<file path="src/rtl/masked_present_nibble_seq_pkg.sv">
// rtl/masked_present_nibble_seq_pkg.sv - shared types, FSM states and the PRESENT bit permutation
package masked_present_pkg;

    localparam int NIB    = 16;
    localparam int SHARES = 3;

    typedef logic [63:0] state_share_t;
    typedef logic [3:0]  nibble_t;

    typedef enum logic [1:0] {
        S_IDLE,
        S_ISSUE,
        S_DRAIN,
        S_DONE
    } seq_state_e;

    // bit i moves to 16*i mod 63; bit 63 stays put
    function automatic state_share_t player(input state_share_t x);
        state_share_t y;
        y = '0;
        for (int i = 0; i < 63; i++) begin
            y[(16 * i) % 63] = x[i];
        end
        y[63] = x[63];
        return y;
    endfunction

endpackage

</file>
<file path="src/rtl/masked_present_nibble_seq_if.sv">
// rtl/masked_present_nibble_seq_if.sv - randomness stream and external masked S-box bus
interface masked_present_nibble_seq_if;
    import masked_present_pkg::*;

    logic [7:0] rnd_i;
    logic       rnd_valid_i;
    logic       rnd_ready_o;
    nibble_t    sbox_in1_o;
    nibble_t    sbox_in2_o;
    nibble_t    sbox_in3_o;
    logic [7:0] sbox_r_o;
    nibble_t    sbox_out1_i;
    nibble_t    sbox_out2_i;
    nibble_t    sbox_out3_i;

    modport master (
        input  rnd_i, rnd_valid_i, sbox_out1_i, sbox_out2_i, sbox_out3_i,
        output rnd_ready_o, sbox_in1_o, sbox_in2_o, sbox_in3_o, sbox_r_o
    );

    modport slave (
        output rnd_i, rnd_valid_i, sbox_out1_i, sbox_out2_i, sbox_out3_i,
        input  rnd_ready_o, sbox_in1_o, sbox_in2_o, sbox_in3_o, sbox_r_o
    );

endinterface

</file>
<file path="src/rtl/masked_present_nibble_seq_player.sv">
// rtl/masked_present_nibble_seq_player.sv - combinational pLayer applied to a single share
module present_player_share
    import masked_present_pkg::*;
(
    input  state_share_t i_x,
    output state_share_t o_y
);

    assign o_y = player(i_x);

endmodule

</file>
<file path="src/rtl/masked_present_nibble_seq.sv">
// rtl/masked_present_nibble_seq.sv - nibble-serial round sequencer around an external 3-share masked S-box
// Optional build macro MASKED_PRESENT_ZEROIZE_EN clears buffers after each round and quiets idle S-box ports.
module masked_present_nibble_seq
    import masked_present_pkg::*;
#(
    parameter int SBOX_LAT = 4,
    parameter int RND_OFS  = 2
) (
    input  logic                          clk,
    input  logic                          rst_n,
    input  logic                          start_i,
    output logic                          busy_o,
    output logic                          done_o,
    input  state_share_t                  st1_i,
    input  state_share_t                  st2_i,
    input  state_share_t                  st3_i,
    input  state_share_t                  rk1_i,
    input  state_share_t                  rk2_i,
    input  state_share_t                  rk3_i,
    output state_share_t                  st1_o,
    output state_share_t                  st2_o,
    output state_share_t                  st3_o,
    masked_present_nibble_seq_if.master   bus
);

    seq_state_e                  r_state;
    seq_state_e                  w_state_nxt;
    logic                        w_busy;
    logic                        w_done;
    logic                        w_ready;

    state_share_t                r_work  [SHARES];
    state_share_t                r_res   [SHARES];
    state_share_t                r_st_o  [SHARES];
    state_share_t                w_res_nxt [SHARES];
    state_share_t                w_pl    [SHARES];
    state_share_t                w_st_i  [SHARES];
    state_share_t                w_rk_i  [SHARES];
    nibble_t                     w_sout  [SHARES];
    nibble_t                     w_sin   [SHARES];
    nibble_t                     w_sin_o [SHARES];

    logic [3:0]                  r_idx;
    logic [3:0]                  r_ret;
    logic [SBOX_LAT-1:0]         r_vld;
    logic [RND_OFS-1:0][7:0]     r_rnd_dl;

    logic                        w_issue;
    logic                        w_ret;
    logic [7:0]                  w_rnd_in;

    assign w_st_i[0] = st1_i;
    assign w_st_i[1] = st2_i;
    assign w_st_i[2] = st3_i;
    assign w_rk_i[0] = rk1_i;
    assign w_rk_i[1] = rk2_i;
    assign w_rk_i[2] = rk3_i;
    assign w_sout[0] = bus.sbox_out1_i;
    assign w_sout[1] = bus.sbox_out2_i;
    assign w_sout[2] = bus.sbox_out3_i;

    always_comb begin
        w_state_nxt = r_state;
        w_busy      = 1'b0;
        w_done      = 1'b0;
        w_ready     = 1'b0;
        case (r_state)
            S_IDLE: begin
                if (start_i) w_state_nxt = S_ISSUE;
            end
            S_ISSUE: begin
                w_busy  = 1'b1;
                w_ready = 1'b1;
                if (bus.rnd_valid_i && (r_idx == 4'(NIB - 1))) w_state_nxt = S_DRAIN;
            end
            S_DRAIN: begin
                w_busy = 1'b1;
                if (w_ret && (r_ret == 4'(NIB - 1))) w_state_nxt = S_DONE;
            end
            S_DONE: begin
                w_done      = 1'b1;
                w_state_nxt = S_IDLE;
            end
            default: w_state_nxt = S_IDLE;
        endcase
    end

    assign w_issue  = w_ready & bus.rnd_valid_i;
    assign w_ret    = r_vld[SBOX_LAT-1];
    assign w_rnd_in = w_issue ? bus.rnd_i : 8'h00;

    // A bubble puts all-zero shares on the S-box so it can free-run without stalls
    always_comb begin
        for (int k = 0; k < SHARES; k++) begin
            w_sin[k]     = w_issue ? r_work[k][{r_idx, 2'b00} +: 4] : 4'h0;
            w_res_nxt[k] = r_res[k];
            if (w_ret) w_res_nxt[k][{r_ret, 2'b00} +: 4] = w_sout[k];
        end
    end

    for (genvar g = 0; g < SHARES; g++) begin : g_player
        present_player_share u_player (
            .i_x (w_res_nxt[g]),
            .o_y (w_pl[g])
        );
    end

    always_ff @(posedge clk or negedge rst_n) begin
        if (!rst_n) begin
            r_state  <= S_IDLE;
            r_idx    <= '0;
            r_ret    <= '0;
            r_vld    <= '0;
            r_rnd_dl <= '0;
            for (int k = 0; k < SHARES; k++) begin
                r_work[k] <= '0;
                r_res[k]  <= '0;
                r_st_o[k] <= '0;
            end
        end else begin
            r_state  <= w_state_nxt;
            r_vld    <= {r_vld[SBOX_LAT-2:0], w_issue};
            r_rnd_dl <= {r_rnd_dl[RND_OFS-2:0], w_rnd_in};
            if (r_state == S_IDLE && start_i) begin
                r_idx <= '0;
                r_ret <= '0;
                for (int k = 0; k < SHARES; k++) r_work[k] <= w_st_i[k] ^ w_rk_i[k];
            end
            if (w_issue) r_idx <= r_idx + 4'd1;
            if (w_ret) begin
                r_ret <= r_ret + 4'd1;
                for (int k = 0; k < SHARES; k++) r_res[k] <= w_res_nxt[k];
            end
            if (r_state == S_DRAIN && w_ret && (r_ret == 4'(NIB - 1))) begin
                for (int k = 0; k < SHARES; k++) r_st_o[k] <= w_pl[k];
            end
`ifdef MASKED_PRESENT_ZEROIZE_EN
            if (r_state == S_DONE) begin
                for (int k = 0; k < SHARES; k++) begin
                    r_work[k] <= '0;
                    r_res[k]  <= '0;
                end
            end
`endif
        end
    end

`ifdef MASKED_PRESENT_ZEROIZE_EN
    always_comb begin
        for (int k = 0; k < SHARES; k++) w_sin_o[k] = w_ready ? w_sin[k] : 4'h0;
    end
    assign bus.sbox_r_o = w_ready ? r_rnd_dl[RND_OFS-1] : 8'h00;
`else
    nibble_t r_hold [SHARES];

    always_ff @(posedge clk or negedge rst_n) begin
        if (!rst_n) begin
            for (int k = 0; k < SHARES; k++) r_hold[k] <= '0;
        end else if (w_ready) begin
            for (int k = 0; k < SHARES; k++) r_hold[k] <= w_sin[k];
        end
    end

    always_comb begin
        for (int k = 0; k < SHARES; k++) w_sin_o[k] = w_ready ? w_sin[k] : r_hold[k];
    end
    assign bus.sbox_r_o = r_rnd_dl[RND_OFS-1];
`endif

    assign bus.sbox_in1_o  = w_sin_o[0];
    assign bus.sbox_in2_o  = w_sin_o[1];
    assign bus.sbox_in3_o  = w_sin_o[2];
    assign bus.rnd_ready_o = w_ready;
    assign busy_o          = w_busy;
    assign done_o          = w_done;
    assign st1_o           = r_st_o[0];
    assign st2_o           = r_st_o[1];
    assign st3_o           = r_st_o[2];

endmodule

</file>
<file path="src/flat_wrapper.sv">
// flat-port wrapper written by rule: the top's interface ports become plain ports
module masked_present_nibble_seq_flat import masked_present_pkg::*;
#(
    parameter int SBOX_LAT = 4,
    parameter int RND_OFS  = 2
)
  (clk, rst_n, start_i, busy_o, done_o, st1_i, st2_i, st3_i, rk1_i, rk2_i, rk3_i, st1_o, st2_o, st3_o, bus_rnd_i, bus_rnd_valid_i, bus_sbox_out1_i, bus_sbox_out2_i, bus_sbox_out3_i, bus_rnd_ready_o, bus_sbox_in1_o, bus_sbox_in2_o, bus_sbox_in3_o, bus_sbox_r_o);
  masked_present_nibble_seq_if bus_i ();
  input  logic clk;
  input  logic rst_n;
  input  logic start_i;
  output logic busy_o;
  output logic done_o;
  input  state_share_t st1_i;
  input  state_share_t st2_i;
  input  state_share_t st3_i;
  input  state_share_t rk1_i;
  input  state_share_t rk2_i;
  input  state_share_t rk3_i;
  output state_share_t st1_o;
  output state_share_t st2_o;
  output state_share_t st3_o;
  input wire logic [$bits(bus_i.rnd_i)-1:0] bus_rnd_i;
  input wire logic [$bits(bus_i.rnd_valid_i)-1:0] bus_rnd_valid_i;
  input wire logic [$bits(bus_i.sbox_out1_i)-1:0] bus_sbox_out1_i;
  input wire logic [$bits(bus_i.sbox_out2_i)-1:0] bus_sbox_out2_i;
  input wire logic [$bits(bus_i.sbox_out3_i)-1:0] bus_sbox_out3_i;
  output wire logic [$bits(bus_i.rnd_ready_o)-1:0] bus_rnd_ready_o;
  output wire logic [$bits(bus_i.sbox_in1_o)-1:0] bus_sbox_in1_o;
  output wire logic [$bits(bus_i.sbox_in2_o)-1:0] bus_sbox_in2_o;
  output wire logic [$bits(bus_i.sbox_in3_o)-1:0] bus_sbox_in3_o;
  output wire logic [$bits(bus_i.sbox_r_o)-1:0] bus_sbox_r_o;
  assign bus_i.rnd_i = bus_rnd_i;
  assign bus_i.rnd_valid_i = bus_rnd_valid_i;
  assign bus_i.sbox_out1_i = bus_sbox_out1_i;
  assign bus_i.sbox_out2_i = bus_sbox_out2_i;
  assign bus_i.sbox_out3_i = bus_sbox_out3_i;
  assign bus_rnd_ready_o = bus_i.rnd_ready_o;
  assign bus_sbox_in1_o = bus_i.sbox_in1_o;
  assign bus_sbox_in2_o = bus_i.sbox_in2_o;
  assign bus_sbox_in3_o = bus_i.sbox_in3_o;
  assign bus_sbox_r_o = bus_i.sbox_r_o;
  masked_present_nibble_seq #(.SBOX_LAT(SBOX_LAT), .RND_OFS(RND_OFS)) u_core (.clk(clk), .rst_n(rst_n), .start_i(start_i), .busy_o(busy_o), .done_o(done_o), .st1_i(st1_i), .st2_i(st2_i), .st3_i(st3_i), .rk1_i(rk1_i), .rk2_i(rk2_i), .rk3_i(rk3_i), .st1_o(st1_o), .st2_o(st2_o), .st3_o(st3_o), .bus(bus_i));
endmodule
</file>
<file path="config.mk">
export PLATFORM = sky130hd
export DESIGN_NAME = masked_present_nibble_seq_flat
export DESIGN_NICKNAME = d
export VERILOG_FILES = /design/src/rtl/masked_present_nibble_seq_pkg.sv /design/src/rtl/masked_present_nibble_seq_if.sv /design/src/rtl/masked_present_nibble_seq_player.sv /design/src/rtl/masked_present_nibble_seq.sv /design/src/flat_wrapper.sv
export SDC_FILE = /design/constraint.sdc
export NUM_CORES = 1
export LEC_CHECK = 0
export BUFFER_PORTS_ARGS = -buffer_cell sky130_fd_sc_hd__clkbuf_2
export CAP_MARGIN = 15
export CORE_AREA = 2 2 244 246
export CTS_BUF_LIST = sky130_fd_sc_hd__clkbuf_16
export DETAILED_ROUTE_END_ITERATION = 8
export DIE_AREA = 0 0 246 248
export PLACE_DENSITY = 0.76
export SLEW_MARGIN = 15
export SYNTH_ARGS = -nofsm -noshare
export SYNTH_HDL_FRONTEND = slang
export SYNTH_HIERARCHICAL = 1
export SYNTH_SLANG_ARGS = --single-unit
</file>
<file path="constraint.sdc">
create_clock -name clk -period 6 [get_ports clk]
set_clock_uncertainty 0.1 [all_clocks]
set_input_delay 1.2 -clock clk [delete_from_list [all_inputs] [get_ports clk]]
set_output_delay 1.2 -clock clk [all_outputs]
set_load 0.1 [all_outputs]
</file>
Yosys cells after proc, flatten, opt, wreduce, memory -nomap -nowiden
Cells that the tools add are included.

operators by class
  add/subtract/negate cells = 3
  multipliers = 0
  divide/modulo/power cells = 0
  order comparisons = 0
  eq/ne operators = 8
  shifts and indexed selects = 7
  multiplexer cells = 23
  bitwise operators = 4
  reduce and logical (&&, ||, !) cells = 10

operators by type and width
  operator                                              count
  bitwise mux 64 bit                                    3
  two-way mux 64 bit                                    3
  indexed part select 4 x 8 -> 64 bit                   3
  indexed part select 64 x 7 -> 4 bit                   3
  bitwise XOR 64 bit                                    3
  variable shift 4 x 8 -> 64 bit, first input constant  1
  two-way mux 4 bit                                     9
  adder 4 x 1 -> 4 bit, second input constant           2
  == test 4 bit, second input constant                  2
  two-way mux 8 bit                                     1
  negation 6 -> 8 bit                                   1
  case mux 2 bit (4 select lines)                       1
  two-way mux 2 bit                                     3
  logical AND 1 bit                                     5
  == test 2 bit, second input constant                  2
  != test 2 x 1 -> 1 bit, second input constant         2
  nonzero test 2 bit                                    2
  two-way mux 1 bit                                     3
  AND reduction 3 bit                                   1
  == test 2 x 1 -> 1 bit, second input constant         1
  logical NOT 2 bit                                     1
  != test 2 bit, second input constant                  1
  OR reduction 2 bit                                    1
  bitwise AND 1 bit                                     1

storage, ports and cells
  register bits after elaboration = 618
  latch bits = 0
  RAM bits = 0
  memory bits (read-only) = 0
  input port bits = 408
  output and inout bits = 215
  word-level logic and storage cells = 73
  memories = 0

Depth between registers and ports, before layout
Gate-level depths: netlist (run 1).

  depth after elaboration = 5
  gate-level depth with buffers = 12
  depth with buffers taken out = 7

Cells and area by module
The synthesis (run 1) kept the hierarchy.

modules (own cells, without submodules)
  module                     instances  cells each  area an instance (sq um)  seq. area each (sq um)
  masked_present_nibble_seq  1          2350        28554.9                   15464.8
  present_player_share       3          64          480.5                     0.0

Worst setup path before layout (run 1)
No wires, ideal clock.

  path type = register to output
  start point = register u_core.r_state[1]
  end point = output port bus_sbox_in2_o[0]
  data arrival time = 3.473 ns
  data required time = 4.700 ns
  slack = 1.227 ns
  cell stages (with the launch flop) = 6
  path buffers = 1
  cell sequence = dfrtp_1 > inv_1 > ha_1 > nand3b_1 > clkbuf_1 > o221ai_1

on the way
  cells in the longest elaborated chain, start to end = 5

RTL lines
  element                   RTL line                          text
  start: declaration        masked_present_nibble_seq.sv:26   seq_state_e r_state;
  start signal: assignment  masked_present_nibble_seq.sv:121  r_state <= w_state_nxt;
  == test 2 x 1 -> 1 bit *  masked_present_nibble_seq.sv:67   case (r_state)
  two-way mux 1 bit *       masked_present_nibble_seq.sv:67
  via bus_rnd_ready_o       flat_wrapper.sv:28                output wire logic [$bits(bus_i.rnd_ready_o)-1:0] bus_rnd_ready_o;
  bitwise AND 1 bit         masked_present_nibble_seq.sv:88   assign w_issue = w_ready & bus.rnd_valid_i;
  two-way mux 4 bit         masked_present_nibble_seq.sv:95   w_sin[k] = w_issue ? r_work[k][{r_idx, 2'b00} +: 4] : 4'h0;
  two-way mux 4 bit *       masked_present_nibble_seq.sv:165  for (int k = 0; k < SHARES; k++) w_sin_o[k] = w_ready ? w_sin[k] : r_hold[k];
  end: declaration          flat_wrapper.sv:30                output wire logic [$bits(bus_i.sbox_in2_o)-1:0] bus_sbox_in2_o;

Mark *: on every way through the listed nets, which the timed path passes. The rest lies on a longest branch.

Worst setup path in the final report (run 1)
  start point = register u_core.r_state[1]
  end point = output port bus_sbox_in1_o[2]

on the way
  cells in the longest elaborated chain, start to end = 5

RTL lines
  element                   RTL line                          text
  == test 2 x 1 -> 1 bit *  masked_present_nibble_seq.sv:67
  two-way mux 1 bit *       masked_present_nibble_seq.sv:67
  bitwise AND 1 bit         masked_present_nibble_seq.sv:88
  two-way mux 4 bit         masked_present_nibble_seq.sv:95
  two-way mux 4 bit *       masked_present_nibble_seq.sv:165
  end: declaration          flat_wrapper.sv:29                output wire logic [$bits(bus_i.sbox_in1_o)-1:0] bus_sbox_in1_o;

Mark *: on every way between the ends. The rest lies on a longest branch, timed or not.

==> metrics, run 1 <==
GRT Overall Usage 0.261; syn nets 2960; vias in the first global route 20778; pwr/cell area 408 nW/um^2; setup slack, reg-to-reg 2670 ps; largest net degree at the start of global routing 189; Post-CTS Setup Inserts 0; number of enable flip-flop cells after synthesis 0; Final Worst Setup Slack 939 ps; Top FF cell, synth dfrtp_1; Post-Syn Area 30000 um^2; Post-synth ARST share 1.00; nets 3317; class of the worst hold path reg2reg; Synth-to-Final Area Change 14.5%; core area 58500 um^2; final core occ 0.587; Resized cells post-CTS 0; Total Power 14.0 mW; global-route wire length before repair 120000 um; cell taking the most area after synthesis dfrtp_1; DR WL/cell 21.6 um; CTS Hold Bufs 0; outcome completed; RSZ-0062 raised after global routing false; initial DRC count 1362; # clock sinks 618; worst path cell trace inv_1 -> ha_1 -> nand3_1 -> o221ai_1 -> clkbuf_2; Post-Place Setup Slack 1480 ps; die height 248 um; TritonCTS clock tree built; drt pass-1 iters 5; wirelength, routed 80600 um; Ys Warns 6; CP Max Fanout 15; TritonCTS buffer count 67; share of cells above drive strength 1 0.423; Initial Util 0.513; Vias per Instance 5.41; Buf/Inv on CP 2; share of the synthesized area in the top cell type 0.516; CTS HTree Levels 3; Overflow after GRT 0; register area share after synthesis 0.516; VDD IR max 0.409 mV; Longest Clk Path Bufs 3; Worst slew margin 0.238; fin. max-slew vios 0; Final Hold Vio Count 0; slowest cell delay on critical path 750 ps; hold_ws 247 ps; cells after synthesis 2542; worst-margin pin slew 1140 ps; clk slew on worst S/H paths 60 ps; Top delay family on crit path simple AND/OR/NAND/NOR gates; Post-DP Area 32200 um^2; max_cap viols 0; Vias 20196; Synth Area per Inst 11.8 um^2; DRC Markers 0; Final Cycle Share 0.843; Cells after DPL 3602; Cell Count, Final, Fillers Out 3733; leakage power 16.3 nW; Tmin final 5060 ps; Required @ worst endpoint 4700 ps; I/O pins 623; clk_lat worst skew 610 ps; WS Path Type reg2out; FMAX 0.198 GHz; I/O Buffers 622; Synth Register Bits 618; initial antenna violation count 14; hpwl dp 58700 um; die area 61000 um^2; CP arrival 3760 ps; setup TNS 0 ps; synth top area cells dfrtp_1 52%, mux2_2 17%, xnor2_1 5.7%, buf_4 5.2%, a21oi_1 3.4%; CP max-delay cell nand3_1; final setup fails 0; Root Buffer clkbuf_16; fill count 4746; Yosys cell types 52; num rows 89; RePlAce Congestion 0.997; DIE WIDTH 246 um; Routed Antenna Nets 0; Design Area, Final 34300 um^2; startpoint types flip-flop; Critical Path End Type primary output
flip-flops by register name, summed over array words and instances, names as in the netlist:
register,flops
u_core/r_state,2
u_core/st3_o,64
u_core/r_vld,4
u_core/bus.sbox_r_o,8
u_core/r_res,192
u_core/r_ret,4
u_core/st1_o,64
u_core/r_rnd_dl,8
u_core/r_idx,4
u_core/r_hold,12
u_core/st2_o,64
u_core/r_work,192
placed cells by master (no fill, tap or decap), drive strengths merged, types with 2 or more instances in the layout:
| master | instances |
|---|---|
| a22o | 2 |
| nor2 | 224 |
| a22oi | 36 |
| inv | 42 |
| nand3 | 19 |
| mux2i | 96 |
| mux2 | 480 |
| and2 | 3 |
| buf | 31 |
| nand4 | 4 |
| diode | 10 |
| o31ai | 48 |
| nand3b | 2 |
| nor2b | 4 |
| o21ai | 83 |
| and3 | 8 |
| xor2 | 2 |
| clkinv | 24 |
| dfrtp | 618 |
| xnor2 | 194 |
| nor3 | 2 |
| a21oi | 206 |
| or2 | 4 |
| o221ai | 12 |
| nand2b | 4 |
| ha | 10 |
| clkbuf | 688 |
| bufinv | 5 |
| o2111ai | 2 |
| nand2 | 83 |
routing by layer:
layer | vias up | part of all wire | track usage
li1 | 9301 | - | -
met1 | 10061 | 0.38 | 0.307
met2 | 671 | 0.52 | 0.460
met3 | 159 | 0.053 | 0.0433
met4 | 4 | 0.045 | 0.130
met5 | - | 0.00031 | 0
area by class of cell:
type / instances / area, um^2 / share of cell area
diodes: 10 / 25.0 / 0.000729
clock buffers: 67 / 1680 / 0.0488
clock inverters: 53 / 445 / 0.0130
inverters: 19 / 71.3 / 0.00208
multi-input cells: 1541 / 12200 / 0.356
flip-flops and latches: 618 / 15500 / 0.450
well taps: 773 / 967 / 0.0282
repair buffers: 652 / 3460 / 0.101
Yosys cell counts (3+ instances only):
| cell type | count |
|---|---|
| dfrtp_1 | 618 |
| mux2_2 | 440 |
| nor2_1 | 223 |
| buf_4 | 208 |
| a21oi_1 | 205 |
| xnor2_1 | 194 |
| mux2i_1 | 96 |
| clkbuf_1 | 94 |
| nand2_1 | 83 |
| o21ai_0 | 82 |
| buf_2 | 48 |
| o31ai_1 | 48 |
| mux2_4 | 40 |
| a22oi_1 | 36 |
| inv_1 | 19 |
| nand3_1 | 19 |
| o221ai_1 | 12 |
| ha_1 | 10 |
| and3_1 | 8 |
| buf_6 | 6 |
| buf_1 | 4 |
| nand4_1 | 4 |
| nor2b_1 | 4 |
| and2_1 | 3 |
| nand2b_1 | 3 |
worst register-to-register path: cells and delay by family (launching register included):
kind,cells,cell delay [ps]
mux,1,570
fa+ha+maj,1,340
simple gates,2,970
buf+inv,1,660
flops,1,590
cells by family (layout without fill, tap and decap cells):
group	after synthesis	count (layout)	synth area share
AO/OA/AOI/OAI	396	396	0.0765
XOR/XNOR	196	196	0.0572
adder cells (fa/ha/maj)	10	10	0.00417
buffers and inverters	383	791	0.0786
flip-flops	618	618	0.516
multiplexers	576	576	0.217
other	0	10	0
AND/OR/NAND/NOR	363	363	0.0506
path summary, 6_finish.rpt:
check	startpoint	end	cells past startpoint
max reg2reg	u_core/r_ret[0]$_DFFE_PN0P_	u_core/st1_o[24]$_DFFE_PN0P_	5
min in group asynchronous	rst_n	u_core/r_res[173]$_DFFE_PN0P_	1
max	u_core/r_state[1]$_DFFE_PN0P_	bus_sbox_in1_o[2]	5
min reg2reg	u_core/r_vld[0]$_DFF_PN0_	u_core/r_vld[1]$_DFF_PN0_	0
max in group asynchronous	rst_n	u_core/r_work[123]$_DFFE_PN0P_	2
min	u_core/r_vld[0]$_DFF_PN0_	u_core/r_vld[1]$_DFF_PN0_	0
report_power, final:
part	switching [mW]	internal (mW)	total, mW
Sequential	0.731	5.14	5.87
Clock	1.72	2.27	3.99
Combinational	2.66	1.47	4.13
Total	5.10	8.89	14.0
Power figures use the tool's default switching activity.
==> run 2: changes to the inputs <==
clock period = 4.8 ns   (was 6 ns; I/O delays follow)
==> metrics, run 2 (same netlist as run 1, synthesis figures left out) <==
WS Path Type reg2out; Synth-to-Final Area Change 15.2%; startpoint types flip-flop; final setup fails 0; slowest cell delay on critical path 680 ps; Design Area, Final 34600 um^2; Buf/Inv on CP 2; RSZ-0062 raised after global routing false; DRC Markers 0; Top delay family on crit path simple AND/OR/NAND/NOR gates; Critical Path End Type primary output; CP max-delay cell nand3b_1; pwr/cell area 513 nW/um^2; CP arrival 3480 ps; final core occ 0.591; commonest cells after routing, fill and taps aside 617 x dfrtp_1, 610 x clkbuf_2, 440 x mux2_2, 221 x nor2_1, 205 x a21oi_1; DR WL/cell 21.9 um; leakage power 16.3 nW; Post-DP Area 32400 um^2; Initial Util 0.513; fin. max-slew vios 0; Root Buffer clkbuf_16; vias in the first global route 21144; GRT Overall Usage 0.265; initial DRC count 1469; Post-CTS Setup Inserts 0; clk slew on worst S/H paths 60 ps; worst-margin pin slew 1120 ps; global-route wire length before repair 122000 um; TritonCTS clock tree built; I/O Buffers 622; setup TNS 0 ps; Resized cells post-CTS 0; Cells after DPL 3616; Vias per Instance 5.41; nets 3329; Hold EP u_core/bus.sbox_r_o[2]$_DFF_PN0_; Longest Clk Path Bufs 3; hpwl dp 60100 um; I/O pins 623; die area 61000 um^2; CTS HTree Levels 3; R2R depth 7; setup slack, reg-to-reg 1470 ps; CTS Hold Bufs 0; outcome completed; reg-to-reg startpoint u_core/r_ret[0]$_DFFE_PN0P_; Cell Count, Final, Fillers Out 3736; drt pass-1 iters 5; Worst slew margin 0.253; class of the worst hold path reg2reg; Required @ worst endpoint 3740 ps; Regs by FF count u_core/r_res x192, u_core/r_work x192; core area 58500 um^2; worst path cell trace inv_1 -> ha_1 -> nand3b_1 -> a21oi_1 -> nand3_1 -> o221ai_1 -> clkbuf_2; commonest non-fill, non-tap cell in the layout dfrtp_1; TritonCTS buffer count 66; FMAX 0.220 GHz; num rows 89; Final Cycle Share 0.946; # clock sinks 618; initial antenna violation count 13; share of cells above drive strength 1 0.425; Tmin final 4540 ps; wirelength, routed 81700 um; die height 248 um; HP Start u_core/r_rnd_dl[2]$_DFF_PN0_; largest net degree at the start of global routing 125; Hold Crit Depth 0; Routed Antenna Nets 0; RePlAce Congestion 0.996; Final Hold Vio Count 0; CP Max Fanout 13; max_cap viols 0; clk_lat worst skew 600 ps; r2r endpoint u_core/st2_o[50]$_DFFE_PN0P_; DIE WIDTH 246 um; Overflow after GRT 0; Vias 20219; VDD IR max 0.472 mV
## run 2: changes by cell type in the layout (fill, tap and decap cells not counted), sizes merged
cell | before | now
buf | 31 | 55
clkbuf | 688 | 677
inv | 42 | 34
diode | 10 | 7
bufinv | 5 | 7
clkinvlp | 1 | 0
## run 2: area by class of cell
| type | instances | area, um^2 |
|---|---|---|
| inverter | 19 | 71.3 |
| antenna | 7 | 17.5 |
| sequential | 618 | 15500 |
| tap | 773 | 967 |
| clock inverter | 46 | 423 |
| fill | 4784 | 23900 |
| timing repair buffer | 665 | 3710 |
| clock buffer | 67 | 1680 |
| multi-input combinational | 1541 | 12200 |
## run 2: worst max-delay path by stage
stage                                        startpoint           endpoint  slack [ps]  cells past startpoint
after global placement                  bus_rnd_valid_i  bus_sbox_in3_o[0]         820                      6
after floorplan           u_core/r_state[1]$_DFFE_PN0P_  bus_sbox_in2_o[0]         270                      5
after CTS                 u_core/r_state[1]$_DFFE_PN0P_  bus_sbox_in3_o[0]         210                      7
after detailed placement                bus_rnd_valid_i  bus_sbox_in3_o[0]         780                      6
final                     u_core/r_state[1]$_DFFE_PN0P_  bus_sbox_in3_o[0]         260                      7
after global routing      u_core/r_state[1]$_DFFE_PN0P_  bus_sbox_in3_o[0]         120                      7
## run 2: layer usage
metal	vias up	routed length (um)	global-route usage
li1	9301	-	-
met1	10086	31400	0.316
met2	678	42500	0.473
met3	152	4470	0.0424
met4	2	3350	0.117
met5	-	13	0
## run 2: stage by stage
step | hold slack (ps) | total power [mW] | setup slack, ps
6_report | 244 | 17.7 | 258
5_1_grt | 251 | 18.7 | 118
4_1_cts | 245 | 17.8 | 207
3_5_place_dp | 235 | 12.8 | 785
3_3_place_gp | 232 | 12.6 | 819
2_1_floorplan | 231 | 11.4 | 267
## run 2: power by group
| part | switching, mW | total, mW | internal, mW | leakage, nW |
|---|---|---|---|---|
| combinational | 3.44 | 5.44 | 2.00 | 7.87 |
| clock | 2.09 | 5.01 | 2.92 | 1.07 |
| sequential | 0.851 | 7.28 | 6.43 | 7.39 |
| total | 6.38 | 17.7 | 11.4 | 16.3 |
